### config.mk
export PLATFORM = sky130hd
export DESIGN_NAME = bmem_arbiter_flat
export DESIGN_NICKNAME = d
export VERILOG_FILES = /design/src/rtl/bmem_arb_pkg.sv /design/src/rtl/bmem_arbiter_if.sv /design/src/rtl/arb_tag_fifo.sv /design/src/rtl/bmem_arbiter.sv /design/src/flat_wrapper.sv
export SDC_FILE = /design/constraint.sdc
export NUM_CORES = 1
export LEC_CHECK = 0
export CORE_AREA = 5 5 273 275
export DETAILED_ROUTE_END_ITERATION = 10
export DIE_AREA = 0 0 278 280
export GPL_TIMING_DRIVEN = 0
export PLACE_DENSITY = 0.59
export SLEW_MARGIN = 20
export SYNTH_ARGS = -nofsm -noshare
export SYNTH_HDL_FRONTEND = slang
export SYNTH_HIERARCHICAL = 1
export SYNTH_SLANG_ARGS = --single-unit
### constraint.sdc
create_clock -name clk -period 6.8 [get_ports clk]
set_input_delay 1.36 -clock clk [delete_from_list [all_inputs] [get_ports clk]]
set_output_delay 1.36 -clock clk [all_outputs]
set_load 0.03 [all_outputs]
### src/rtl/bmem_arb_pkg.sv
// Shared types and widths for the bmem arbiter.
//   arb_owner_t : which requester owns an outstanding read
//   arb_state_t : issue FSM state
//   arb_tag_t   : outstanding-read queue entry {owner, line address}
package bmem_arb_pkg;

  localparam int unsigned ADDR_W = 32;
  localparam int unsigned BEAT_W = 64;
  localparam int unsigned LINE_W = 256;

  typedef enum logic {
    OWN_I = 1'b0,
    OWN_D = 1'b1
  } arb_owner_t;

  typedef enum logic {
    ARB_IDLE  = 1'b0,
    ARB_WRITE = 1'b1
  } arb_state_t;

  typedef struct packed {
    arb_owner_t        owner;
    logic [ADDR_W-1:0] addr;
  } arb_tag_t;

endpackage

### src/rtl/bmem_arbiter_if.sv
// Bus bundle between the requesters (icache fill, dcache), the arbiter and bmem.
//   slave  : arbiter view (takes requests and bmem returns, drives grants/beats/commands)
//   master : environment view (requesters plus bmem model)
interface bmem_arbiter_if;
  import bmem_arb_pkg::*;

  // icache requester
  logic [ADDR_W-1:0] i_addr;
  logic              i_read;
  logic              i_ready;
  logic              i_rvalid;
  logic [BEAT_W-1:0] i_rdata;
  logic [ADDR_W-1:0] i_raddr;
  // dcache requester
  logic [ADDR_W-1:0] d_addr;
  logic              d_read;
  logic              d_write;
  logic [LINE_W-1:0] d_wdata;
  logic              d_ready;
  logic              d_rvalid;
  logic [BEAT_W-1:0] d_rdata;
  logic [ADDR_W-1:0] d_raddr;
  logic              d_wdone;
  // bmem burst port
  logic [ADDR_W-1:0] bmem_addr;
  logic              bmem_read;
  logic              bmem_write;
  logic [BEAT_W-1:0] bmem_wdata;
  logic              bmem_ready;
  logic [ADDR_W-1:0] bmem_raddr;
  logic [BEAT_W-1:0] bmem_rdata;
  logic              bmem_rvalid;

  modport slave (
    input  i_addr, i_read, d_addr, d_read, d_write, d_wdata,
           bmem_ready, bmem_raddr, bmem_rdata, bmem_rvalid,
    output i_ready, i_rvalid, i_rdata, i_raddr,
           d_ready, d_rvalid, d_rdata, d_raddr, d_wdone,
           bmem_addr, bmem_read, bmem_write, bmem_wdata
  );

  modport master (
    output i_addr, i_read, d_addr, d_read, d_write, d_wdata,
           bmem_ready, bmem_raddr, bmem_rdata, bmem_rvalid,
    input  i_ready, i_rvalid, i_rdata, i_raddr,
           d_ready, d_rvalid, d_rdata, d_raddr, d_wdone,
           bmem_addr, bmem_read, bmem_write, bmem_wdata
  );

endinterface

### src/rtl/arb_tag_fifo.sv
// In-order queue of outstanding read tags.
//   clk, rst_n : clock, synchronous active-low reset
//   i_push/i_data : enqueue (ignored when full)
//   i_pop         : dequeue head (ignored when empty)
//   o_full/o_empty/o_head : status and head entry
module arb_tag_fifo
  import bmem_arb_pkg::*;
#(
  parameter int unsigned DEPTH = 4
) (
  input  logic     clk,
  input  logic     rst_n,
  input  logic     i_push,
  input  arb_tag_t i_data,
  input  logic     i_pop,
  output logic     o_full,
  output logic     o_empty,
  output arb_tag_t o_head
);

  localparam int unsigned PTR_W = (DEPTH > 1) ? $clog2(DEPTH) : 1;
  localparam int unsigned CNT_W = PTR_W + 1;

  arb_tag_t         r_mem [DEPTH];
  logic [PTR_W-1:0] r_wptr;
  logic [PTR_W-1:0] r_rptr;
  logic [CNT_W-1:0] r_count;
  logic             w_push;
  logic             w_pop;

  assign o_full  = (r_count == CNT_W'(DEPTH));
  assign o_empty = (r_count == '0);
  assign o_head  = r_mem[r_rptr];
  assign w_push  = i_push && !o_full;
  assign w_pop   = i_pop && !o_empty;

  // Storage; pointers wrap naturally since DEPTH is a power of two
  always_ff @(posedge clk) begin
    if (w_push) r_mem[r_wptr] <= i_data;
  end

  // Pointers and occupancy
  always_ff @(posedge clk) begin
    if (!rst_n) begin
      r_wptr  <= '0;
      r_rptr  <= '0;
      r_count <= '0;
    end else begin
      if (w_push) r_wptr <= r_wptr + PTR_W'(1);
      if (w_pop)  r_rptr <= r_rptr + PTR_W'(1);
      case ({w_push, w_pop})
        2'b10:   r_count <= r_count + CNT_W'(1);
        2'b01:   r_count <= r_count - CNT_W'(1);
        default: r_count <= r_count;
      endcase
    end
  end

endmodule

### src/rtl/bmem_arbiter.sv
// Shares the bmem burst port between icache-fill and dcache requesters.
// Issues read commands and 4-beat write bursts, tracks outstanding reads
// in order and steers returning beats to the owning requester.
//   clk, rst_n : clock, synchronous active-low reset
//   bus        : bmem_arbiter_if.slave (requester handshakes, bmem port)
//   err        : sticky protocol error (return with empty queue, or
//                first-beat address not matching the queue head)
// Optional: define BMEM_ARB_AGING_EN to let a starved icache request
// override dcache priority after AGE_LIMIT passed-over cycles.
module bmem_arbiter
  import bmem_arb_pkg::*;
#(
  parameter int unsigned MAX_OUTSTANDING = 4,
  parameter int unsigned BURST_BEATS     = 4
`ifdef BMEM_ARB_AGING_EN
  , parameter int unsigned AGE_LIMIT     = 8
`endif
) (
  input  logic           clk,
  input  logic           rst_n,
  bmem_arbiter_if.slave  bus,
  output logic           err
);

  localparam int unsigned BEAT_CNT_W = $clog2(BURST_BEATS);
  localparam logic [BEAT_CNT_W-1:0] LAST_BEAT = BEAT_CNT_W'(BURST_BEATS - 1);

  arb_state_t             r_state;
  arb_state_t             w_state_nxt;
  logic [BEAT_CNT_W-1:0]  r_wbeat;
  logic [BEAT_CNT_W-1:0]  w_wbeat_nxt;
  logic [BEAT_CNT_W-1:0]  r_rbeat;
  logic [ADDR_W-1:0]      r_waddr;
  logic [LINE_W-1:0]      r_wline;
  logic                   r_wdone;
  logic                   r_err;

  logic                   w_full;
  logic                   w_empty;
  logic                   w_push;
  logic                   w_pop;
  arb_tag_t               w_push_tag;
  arb_tag_t               w_head;
  logic                   w_d_elig;
  logic                   w_i_elig;
  logic                   w_i_first;
  logic                   w_wr_start;
  logic                   w_wdone_nxt;
  logic                   w_ret;
  logic                   w_err_set;

  arb_tag_fifo #(.DEPTH(MAX_OUTSTANDING)) u_tag_fifo (
    .clk     (clk),
    .rst_n   (rst_n),
    .i_push  (w_push),
    .i_data  (w_push_tag),
    .i_pop   (w_pop),
    .o_full  (w_full),
    .o_empty (w_empty),
    .o_head  (w_head)
  );

`ifdef BMEM_ARB_AGING_EN
  localparam int unsigned AGE_W = $clog2(AGE_LIMIT + 1);
  logic [AGE_W-1:0] r_age;

  // Cycles a pending icache request has been passed over (saturating)
  always_ff @(posedge clk) begin
    if (!rst_n)                          r_age <= '0;
    else if (bus.i_ready)                r_age <= '0;
    else if (bus.i_read && r_age != '1)  r_age <= r_age + AGE_W'(1);
  end

  assign w_i_first = (r_age >= AGE_W'(AGE_LIMIT));
`else
  assign w_i_first = 1'b0;
`endif

  // Issue FSM: grant selection, command/beat drive, next state
  always_comb begin
    w_state_nxt    = r_state;
    w_wbeat_nxt    = r_wbeat;
    w_push         = 1'b0;
    w_push_tag     = '{owner: OWN_I, addr: '0};
    w_wr_start     = 1'b0;
    w_wdone_nxt    = 1'b0;
    bus.i_ready    = 1'b0;
    bus.d_ready    = 1'b0;
    bus.bmem_read  = 1'b0;
    bus.bmem_write = 1'b0;
    bus.bmem_addr  = '0;
    bus.bmem_wdata = '0;
    // Reads need a free tag slot; writes carry no tag
    w_d_elig = (bus.d_read && !w_full) || bus.d_write;
    w_i_elig = bus.i_read && !w_full;

    if (rst_n) begin
      case (r_state)
        ARB_IDLE: begin
          if (w_d_elig && !(w_i_first && w_i_elig)) begin
            bus.bmem_addr = bus.d_addr;
            if (bus.d_write) begin
              // Beat 0 goes straight from the request; the line is latched on accept
              bus.bmem_write = 1'b1;
              bus.bmem_wdata = bus.d_wdata[BEAT_W-1:0];
              if (bus.bmem_ready) begin
                bus.d_ready = 1'b1;
                w_wr_start  = 1'b1;
                w_state_nxt = ARB_WRITE;
                w_wbeat_nxt = BEAT_CNT_W'(1);
              end
            end else begin
              bus.bmem_read = 1'b1;
              if (bus.bmem_ready) begin
                bus.d_ready = 1'b1;
                w_push      = 1'b1;
                w_push_tag  = '{owner: OWN_D, addr: bus.d_addr};
              end
            end
          end else if (w_i_elig) begin
            bus.bmem_addr = bus.i_addr;
            bus.bmem_read = 1'b1;
            if (bus.bmem_ready) begin
              bus.i_ready = 1'b1;
              w_push      = 1'b1;
              w_push_tag  = '{owner: OWN_I, addr: bus.i_addr};
            end
          end
        end
        ARB_WRITE: begin
          bus.bmem_write = 1'b1;
          bus.bmem_addr  = r_waddr;
          bus.bmem_wdata = r_wline[r_wbeat*BEAT_W +: BEAT_W];
          if (bus.bmem_ready) begin
            if (r_wbeat == LAST_BEAT) begin
              w_state_nxt = ARB_IDLE;
              w_wbeat_nxt = '0;
              w_wdone_nxt = 1'b1;
            end else begin
              w_wbeat_nxt = r_wbeat + BEAT_CNT_W'(1);
            end
          end
        end
        default: w_state_nxt = ARB_IDLE;
      endcase
    end
  end

  // Return path: route each beat to the owner at the queue head
  always_comb begin
    bus.i_rvalid = 1'b0;
    bus.d_rvalid = 1'b0;
    bus.i_rdata  = '0;
    bus.d_rdata  = '0;
    bus.i_raddr  = '0;
    bus.d_raddr  = '0;
    w_pop        = 1'b0;
    w_ret        = rst_n && bus.bmem_rvalid && !w_empty;
    // Address is only checked on the first beat; later beats follow the head
    w_err_set    = rst_n && bus.bmem_rvalid &&
                   (w_empty || ((r_rbeat == '0) && (bus.bmem_raddr != w_head.addr)));
    if (w_ret) begin
      w_pop = (r_rbeat == LAST_BEAT);
      if (w_head.owner == OWN_D) begin
        bus.d_rvalid = 1'b1;
        bus.d_rdata  = bus.bmem_rdata;
        bus.d_raddr  = bus.bmem_raddr;
      end else begin
        bus.i_rvalid = 1'b1;
        bus.i_rdata  = bus.bmem_rdata;
        bus.i_raddr  = bus.bmem_raddr;
      end
    end
  end

  // State, beat counters, write line latch, sticky error
  always_ff @(posedge clk) begin
    if (!rst_n) begin
      r_state <= ARB_IDLE;
      r_wbeat <= '0;
      r_rbeat <= '0;
      r_waddr <= '0;
      r_wline <= '0;
      r_wdone <= 1'b0;
      r_err   <= 1'b0;
    end else begin
      r_state <= w_state_nxt;
      r_wbeat <= w_wbeat_nxt;
      r_wdone <= w_wdone_nxt;
      if (w_err_set) r_err <= 1'b1;
      if (w_ret)     r_rbeat <= w_pop ? '0 : r_rbeat + BEAT_CNT_W'(1);
      if (w_wr_start) begin
        r_waddr <= bus.d_addr;
        r_wline <= bus.d_wdata;
      end
    end
  end

  assign bus.d_wdone = r_wdone;
  assign err         = r_err;

endmodule

### src/flat_wrapper.sv
// flat-port wrapper written by rule: the top's interface ports become plain ports
module bmem_arbiter_flat import bmem_arb_pkg::*;
#(
  parameter int unsigned MAX_OUTSTANDING = 4,
  parameter int unsigned BURST_BEATS     = 4

)
  (clk, rst_n, err, bus_i_addr, bus_i_read, bus_d_addr, bus_d_read, bus_d_write, bus_d_wdata, bus_bmem_ready, bus_bmem_raddr, bus_bmem_rdata, bus_bmem_rvalid, bus_i_ready, bus_i_rvalid, bus_i_rdata, bus_i_raddr, bus_d_ready, bus_d_rvalid, bus_d_rdata, bus_d_raddr, bus_d_wdone, bus_bmem_addr, bus_bmem_read, bus_bmem_write, bus_bmem_wdata);
  bmem_arbiter_if bus_i ();
  input  logic clk;
  input  logic rst_n;
  output logic err;
  input wire logic [$bits(bus_i.i_addr)-1:0] bus_i_addr;
  input wire logic [$bits(bus_i.i_read)-1:0] bus_i_read;
  input wire logic [$bits(bus_i.d_addr)-1:0] bus_d_addr;
  input wire logic [$bits(bus_i.d_read)-1:0] bus_d_read;
  input wire logic [$bits(bus_i.d_write)-1:0] bus_d_write;
  input wire logic [$bits(bus_i.d_wdata)-1:0] bus_d_wdata;
  input wire logic [$bits(bus_i.bmem_ready)-1:0] bus_bmem_ready;
  input wire logic [$bits(bus_i.bmem_raddr)-1:0] bus_bmem_raddr;
  input wire logic [$bits(bus_i.bmem_rdata)-1:0] bus_bmem_rdata;
  input wire logic [$bits(bus_i.bmem_rvalid)-1:0] bus_bmem_rvalid;
  output wire logic [$bits(bus_i.i_ready)-1:0] bus_i_ready;
  output wire logic [$bits(bus_i.i_rvalid)-1:0] bus_i_rvalid;
  output wire logic [$bits(bus_i.i_rdata)-1:0] bus_i_rdata;
  output wire logic [$bits(bus_i.i_raddr)-1:0] bus_i_raddr;
  output wire logic [$bits(bus_i.d_ready)-1:0] bus_d_ready;
  output wire logic [$bits(bus_i.d_rvalid)-1:0] bus_d_rvalid;
  output wire logic [$bits(bus_i.d_rdata)-1:0] bus_d_rdata;
  output wire logic [$bits(bus_i.d_raddr)-1:0] bus_d_raddr;
  output wire logic [$bits(bus_i.d_wdone)-1:0] bus_d_wdone;
  output wire logic [$bits(bus_i.bmem_addr)-1:0] bus_bmem_addr;
  output wire logic [$bits(bus_i.bmem_read)-1:0] bus_bmem_read;
  output wire logic [$bits(bus_i.bmem_write)-1:0] bus_bmem_write;
  output wire logic [$bits(bus_i.bmem_wdata)-1:0] bus_bmem_wdata;
  assign bus_i.i_addr = bus_i_addr;
  assign bus_i.i_read = bus_i_read;
  assign bus_i.d_addr = bus_d_addr;
  assign bus_i.d_read = bus_d_read;
  assign bus_i.d_write = bus_d_write;
  assign bus_i.d_wdata = bus_d_wdata;
  assign bus_i.bmem_ready = bus_bmem_ready;
  assign bus_i.bmem_raddr = bus_bmem_raddr;
  assign bus_i.bmem_rdata = bus_bmem_rdata;
  assign bus_i.bmem_rvalid = bus_bmem_rvalid;
  assign bus_i_ready = bus_i.i_ready;
  assign bus_i_rvalid = bus_i.i_rvalid;
  assign bus_i_rdata = bus_i.i_rdata;
  assign bus_i_raddr = bus_i.i_raddr;
  assign bus_d_ready = bus_i.d_ready;
  assign bus_d_rvalid = bus_i.d_rvalid;
  assign bus_d_rdata = bus_i.d_rdata;
  assign bus_d_raddr = bus_i.d_raddr;
  assign bus_d_wdone = bus_i.d_wdone;
  assign bus_bmem_addr = bus_i.bmem_addr;
  assign bus_bmem_read = bus_i.bmem_read;
  assign bus_bmem_write = bus_i.bmem_write;
  assign bus_bmem_wdata = bus_i.bmem_wdata;
  bmem_arbiter #(.MAX_OUTSTANDING(MAX_OUTSTANDING), .BURST_BEATS(BURST_BEATS)) u_core (.clk(clk), .rst_n(rst_n), .bus(bus_i), .err(err));
endmodule
# Word level (Yosys, flattened, before mapping)
# Memories as Yosys holds them, arrays and structs flattened. A register that Yosys moved wholly into a read port is not among the register bits.
# Cells that the tools add are included.
# Widths: inputs -> output; s select.
[totals] n_memories=1 word_cells=115 input_bits=423 mem_bits_rw=132 out_inout_bits=296 reg_bits=302
[mem_list] memory="u_core.u_tag_fifo.r_mem" words=4 word_bits=33 rd=1 rd_ports_with_merged_regs=1 wr=1 line="arb_tag_fifo.sv:24" rtl="arb_tag_t r_mem [DEPTH];"
[classes] reduce_logical=17 n_eq_ne=10 mux=69 n_shift=1 n_bitwise=1 n_addsub=6
[op_table] cell="$mux 64" n=7
[op_table] cell="$mux 32" n=8
[op_table] cell="$shiftx 256x9->64" n=1
[op_table] cell="$mux 33" n=6
[op_table] cell="$pmux 64 s2" n=1
[op_table] cell="$pmux 32 s2" n=1
[op_table] cell="$mux 1" n=34
[op_table] cell="$ne 32x32->1" n=1
[op_table] cell="$mux 2" n=8
[op_table] cell="$add 2x1->2 const B" n=4
[op_table] cell="$logic_and 1x1->1" n=8
[op_table] cell="$eq 2x2->1 const B" n=3
[op_table] cell="$ne 2x2->1 const B" n=3
[op_table] cell="$pmux 3 s2" n=1
[op_table] cell="$pmux 1 s2" n=2
[op_table] cell="$pmux 2 s2" n=1
[op_table] cell="$reduce_and 4->1" n=1
[op_table] cell="$add 3x1->3 const B" n=1
[op_table] cell="$eq 3x3->1 const B" n=1
[op_table] cell="$logic_not 3->1" n=1
[op_table] cell="$reduce_and 3->1" n=1
[op_table] cell="$sub 3x1->3 const B" n=1
[op_table] cell="$eq 2x1->1 const B" n=1
[op_table] cell="$logic_not 1->1" n=2
[op_table] cell="5 further kinds" n=6

# Longest topological paths before layout
# Gate-level depths: netlist of the first run.
[logic_depth] ltp_word=10 depth_mapped=14 depth_no_buf=12

# Modules after synthesis
# The synthesis of the first run kept the hierarchy.
[by_module_without_submodules] mod="bmem_arbiter" cells_per_inst=2084 seq_area_each_um2=5905.7 area_per_inst_um2=15641.3 n_inst=1
[by_module_without_submodules] mod="arb_tag_fifo" cells_per_inst=227 seq_area_each_um2=4144.0 area_per_inst_um2=5291.3 n_inst=1

# Worst setup path after synthesis of the first run
# No wires, ideal clock.
[synth_path] path_kind="input to output" from="in bus_d_write" to="out bus_bmem_addr[10]" arrival_time_ps=2945 required_ps=5440 cell_stages=5 path_slack_ps=2495 path_buffers=2 cell_sequence="buf_2 nor4b_4 clkbuf_1 a221oi_1 nor3_1"
[synth_via] elab_chain_cells=4
[synth_lines] element="start: declaration" line="flat_wrapper.sv:17" rtl="input wire logic [$bits(bus_i.d_write)-1:0] bus_d_write;"
[synth_lines] element="$logic_or 1x1->1" line="bmem_arbiter.sv:94" rtl="w_d_elig = (bus.d_read && !w_full) || bus.d_write;"
[synth_lines] element="$mux 32" line="bmem_arbiter.sv:100" rtl="if (w_d_elig && !(w_i_first && w_i_elig)) begin"
[synth_lines] element="$pmux 32 s2" line="bmem_arbiter.sv:98" rtl="case (r_state)"
[synth_lines] element="$mux 32" line="bmem_arbiter.sv:97" rtl="if (rst_n) begin"
[synth_lines] element="end: declaration" line="flat_wrapper.sv:32" rtl="output wire logic [$bits(bus_i.bmem_addr)-1:0] bus_bmem_addr;"
# No other way between the ends.

# Worst setup path after layout of the first run
[layout_path] from="in rst_n" to="out bus_i_rdata[27]"
[layout_via] elab_chain_cells=3
[layout_lines] element="start: declaration" line="flat_wrapper.sv:11" rtl="input logic rst_n;"
[layout_lines] element="$logic_and 1x1->1 (2 in series)" line="bmem_arbiter.sv:158" rtl="w_ret = rst_n && bus.bmem_rvalid && !w_empty;"
[layout_lines] element="$mux 64" line="bmem_arbiter.sv:162" rtl="if (w_ret) begin"
[layout_lines] element="end: declaration" line="flat_wrapper.sv:25" rtl="output wire logic [$bits(bus_i.i_rdata)-1:0] bus_i_rdata;"
# No other way between the ends.

==> impl_metrics.json, run 1 <==
{
  "status": "finished clean",
  "dp_hpwl_um": 84980,
  "rows": 99,
  "drv_slew": 0,
  "synthFlopType": "dfxtp_1",
  "synth_nets": 2743,
  "wl_um": 105400,
  "die_x_um": 278,
  "required_ns": 5.44,
  "cts-htree-levels": 2,
  "finalNonFillerCells": 4102,
  "clockBufferDepth": 3,
  "internal-power_mw": 4.737,
  "cts_setup_buffers": 0,
  "swShare_pct": 26.10,
  "fin_ws_ns": 0.5105,
  "path_class": "in2out",
  "crit_chain": "clkdlybuf4s50_1 > nand2_1 > nor3_2 > clkbuf_1 > clkbuf_1 > and2_1 > clkdlybuf4s50_1",
  "antenna_found_initial": 39,
  "vias_per_cell": 4.965,
  "worstPathMaxFanout": 10,
  "ys_top_cells_by_area": "dfxtp_1 29%, edfxtp_1 19%, nand2_1 12%, mux4_2 10%, a21oi_1 8.5%",
  "die_h_um": 280,
  "clk_pin_slew_ns": 0.06,
  "dp_cells": 3991,
  "synth_edf_count": 132,
  "tns_ns": 0,
  "grt_pass1_wl_um": 146300,
  "drv_cap": 0,
  "tightest_slew_ns": 1.094,
  "yosysSeqAreaShare_pct": 48.01,
  "overflow": 0,
  "synth.most_common_cell": "nand2_1",
  "start_util_pct": 29.04,
  "cp.arrival_ns": 4.93,
  "root_buffer": "clkbuf_16",
  "drc": 0,
  "yosysTopAreaCell": "dfxtp_1",
  "firstDrtPassIters": 6,
  "clkLatencyLatePin_ns": 0.59,
  "place.gp.congestion": 0.9569,
  "drt_iter0_drc": 1377,
  "vias": 20370,
  "holdCritPathClass": "reg2reg",
  "synthCells": 2311,
  "final.period_utilization_pct": 92.49,
  "timing.fmax_ghz": 0.1590,
  "critPathSlowestCell": "clkdlybuf4s50_1",
  "critPathBufInv": 4,
  "min_period_ns": 6.290,
  "leakage_nw": 11.12,
  "cts_tree": "built",
  "area_delta_synth_final_pct": 48.44,
  "relSlewSlack_pct": 27.07,
  "synth_seq_cells": 436,
  "finalSetupViolCount": 0,
  "yosysTopAreaCellShare_pct": 29.07,
  "hold_ws_ns": 0.4522,
  "numClockSinks": 436,
  "avgSynthCellArea_um2": 9.058,
  "ys_warn_count": 6,
  "core_um2": 72090,
  "final_layout_size_suffix_gt1_share_pct": 8.438,
  "fin_util_pct": 43.10,
  "grt_use_total_pct": 25.69,
  "clkPwrFrac_pct": 41.8,
  "cts_hold_buf": 0,
  "grt_pass1_vias": 20730,
  "p_seq_share_pct": 43.1,
  "cp-end-kind": "primary output",
  "p_switching_mw": 1.673,
  "ir_worst_vdd_v": 0.0001741,
  "p_comb_share_pct": 15.1,
  "cp_top_family": "buffers and inverters",
  "hold_violations": 0,
  "syn_area_um2": 20930,
  "pin_count": 719,
  "ctsResizeCount": 0,
  "dpl_worst_slack_ns": 0.5288,
  "die-area_um2": 77840,
  "port_buffers": 717,
  "wire_per_inst_um": 25.71,
  "finClkSkew_ns": 0.02660,
  "start_kind": "primary input",
  "ant_nets": 0,
  "finalNetCount": 3513,
  "grt_max_degree": 25,
  "power_density_nw_per_um2": 206.3,
  "rsz0062_at_grt": "false",
  "post_synth_num_cell_types": 41,
  "cts_buffers": 47,
  "synthTopCellsByCount": "653 x nand2_1, 355 x a21oi_1, 304 x dfxtp_1",
  "cp_slowest_stage_delay_ns": 0.90,
  "async_reset_ff_share_pct": 0
}
flip-flops by register name, summed over array words and instances (netlist names), named ones only:
signal and flops:
u_core/r_wline 256, u_core/u_tag_fifo/r_mem 132, u_core/r_waddr 32, u_core/u_tag_fifo/r_count 3, u_core/r_rbeat 2, u_core/r_wbeat 2
u_core/u_tag_fifo/r_rptr 2, u_core/u_tag_fifo/r_wptr 2, u_core/bus.d_wdone 1, u_core/err 1, u_core/r_state 1
layer usage:
| layer | routed length, µm | global-route usage (%) | up-vias |
|---|---|---|---|
| li1 | - | - | 9523 |
| met1 | 36570 | 26.64 | 9792 |
| met2 | 55390 | 48.63 | 845 |
| met3 | 8955 | 7.930 | 184 |
| met4 | 4367 | 9.674 | 24 |
| met5 | 162 | 0 | - |
path summary, 6_finish.rpt:
| check | slack, ns | depth (start not counted) | start | endpoint |
|---|---|---|---|---|
| max | 0.51 | 7 | rst_n | bus_i_rdata[27] |
| max reg2reg | 2.78 | 12 | u_core/u_tag_fifo/r_count[0] | u_core/u_tag_fifo/r_count[2] |
| min | 0.45 | 2 | u_core/r_wline[226] | u_core/r_wline[226] |
| min reg2reg | 0.45 | 2 | u_core/r_wline[226] | u_core/r_wline[226] |
final cells by class:
class                      count  area, µm²
clock buffer                  64       1330
sequential                   436      10050
multi-input combinational   1661       9873
inverter                      10      37.54
antenna                       26      65.06
clock inverter                21      267.8
timing repair buffer         721       7272
tap                          959       1200
fill                        7239      41020
buffer                       204      977.2
power groups by stage:
| stage | Clock, mW | Combinational (mW) | Sequential (mW) |
|---|---|---|---|
| after floorplan | 0 | 0.413 | 2.81 |
| after global placement | 0 | 0.967 | 2.82 |
| after detailed placement | 0 | 0.968 | 2.82 |
| after CTS | 2.73 | 0.973 | 2.76 |
| after global routing | 2.83 | 1.03 | 2.77 |
| final | 2.68 | 0.966 | 2.76 |
worst reg2reg max path, stage by stage, from the launching register on:
cell and delay [ns]:
dfxtp_1 0.42, nor3_2 0.15, nor2_1 0.55, clkbuf_1 0.42, clkbuf_1 0.68, and2_1 0.28
nor2b_1 0.23, ha_1 0.22, inv_1 0.06, fa_1 0.37, xor2_1 0.16, or3_1 0.30
a21boi_1 0.13
cells in the final DEF, fill, tap and decap left out, drive strengths merged:
master,Yosys,layout
fa,1,1
mux4,97,97
nor4b,1,1
nor3,36,36
clkbuf,123,187
nor2b,35,35
nand4bb,1,1
clkinv,0,8
nand4,2,2
o2111ai,1,1
o21ai,9,9
dfxtp,304,304
buf,81,85
nor4,8,8
a22o,32,32
bufinv,0,5
and3,97,97
nand2,653,653
a21o,1,1
xnor2,1,1
edfxtp,132,132
nand2b,1,1
clkdlybuf4s50,0,717
and2,107,107
inv,10,15
a21boi,2,2
a21oi,355,355
diode,0,26
nor2,137,137
clkinvlp,0,3
or2,1,1
nor3b,3,3
ha,8,8
a22oi,1,1
mux2i,3,3
xor2,33,33
a221oi,32,32
or3,2,2
a32oi,1,1
kinds of logic (layout without fill, tap and decap cells):
family          Yosys count  count (layout)  share of synthesized area (%)
simple gates           1084            1084                          22.96
other cells               0              26                              0
buf+inv                 214            1020                          4.848
flops                   436             436                          48.01
compound gates          434             434                          11.61
fa+ha+maj                 9               9                         0.5738
mux                     100             100                          10.58
xor+xnor                 34              34                          1.423
through the flow:
| stage | cell area [µm²] | total power [mW] |
|---|---|---|
| 2_1_floorplan | 20930 | 3.220 |
| 3_3_place_gp | 29310 | 3.785 |
| 3_5_place_dp | 29410 | 3.787 |
| 4_1_cts | 31010 | 6.462 |
| 5_1_grt | 31030 | 6.621 |
| 6_report | 31070 | 6.411 |
Note: power is estimated with default switching activity, not from simulation.
==> run 2, diff against run 1 <==
==> constraint.sdc (replaced) <==
create_clock -name clk -period 7.91 [get_ports clk]
set_input_delay 1.582 -clock clk [delete_from_list [all_inputs] [get_ports clk]]
set_output_delay 1.582 -clock clk [all_outputs]
set_load 0.03 [all_outputs]
==> results of run 2 <==
The final DEF is identical to that of run 1. Status: finished clean.
Main changes from that run: setup slack after placement 0.5288 ns -> 1.195 ns; setup slack after layout 0.5105 ns -> 1.176 ns; register-to-register setup slack 2.78 ns -> 3.89 ns; total power 6.411 mW -> 5.511 mW; worst IR drop on VDD 0.0001741 V -> 0.0001497 V
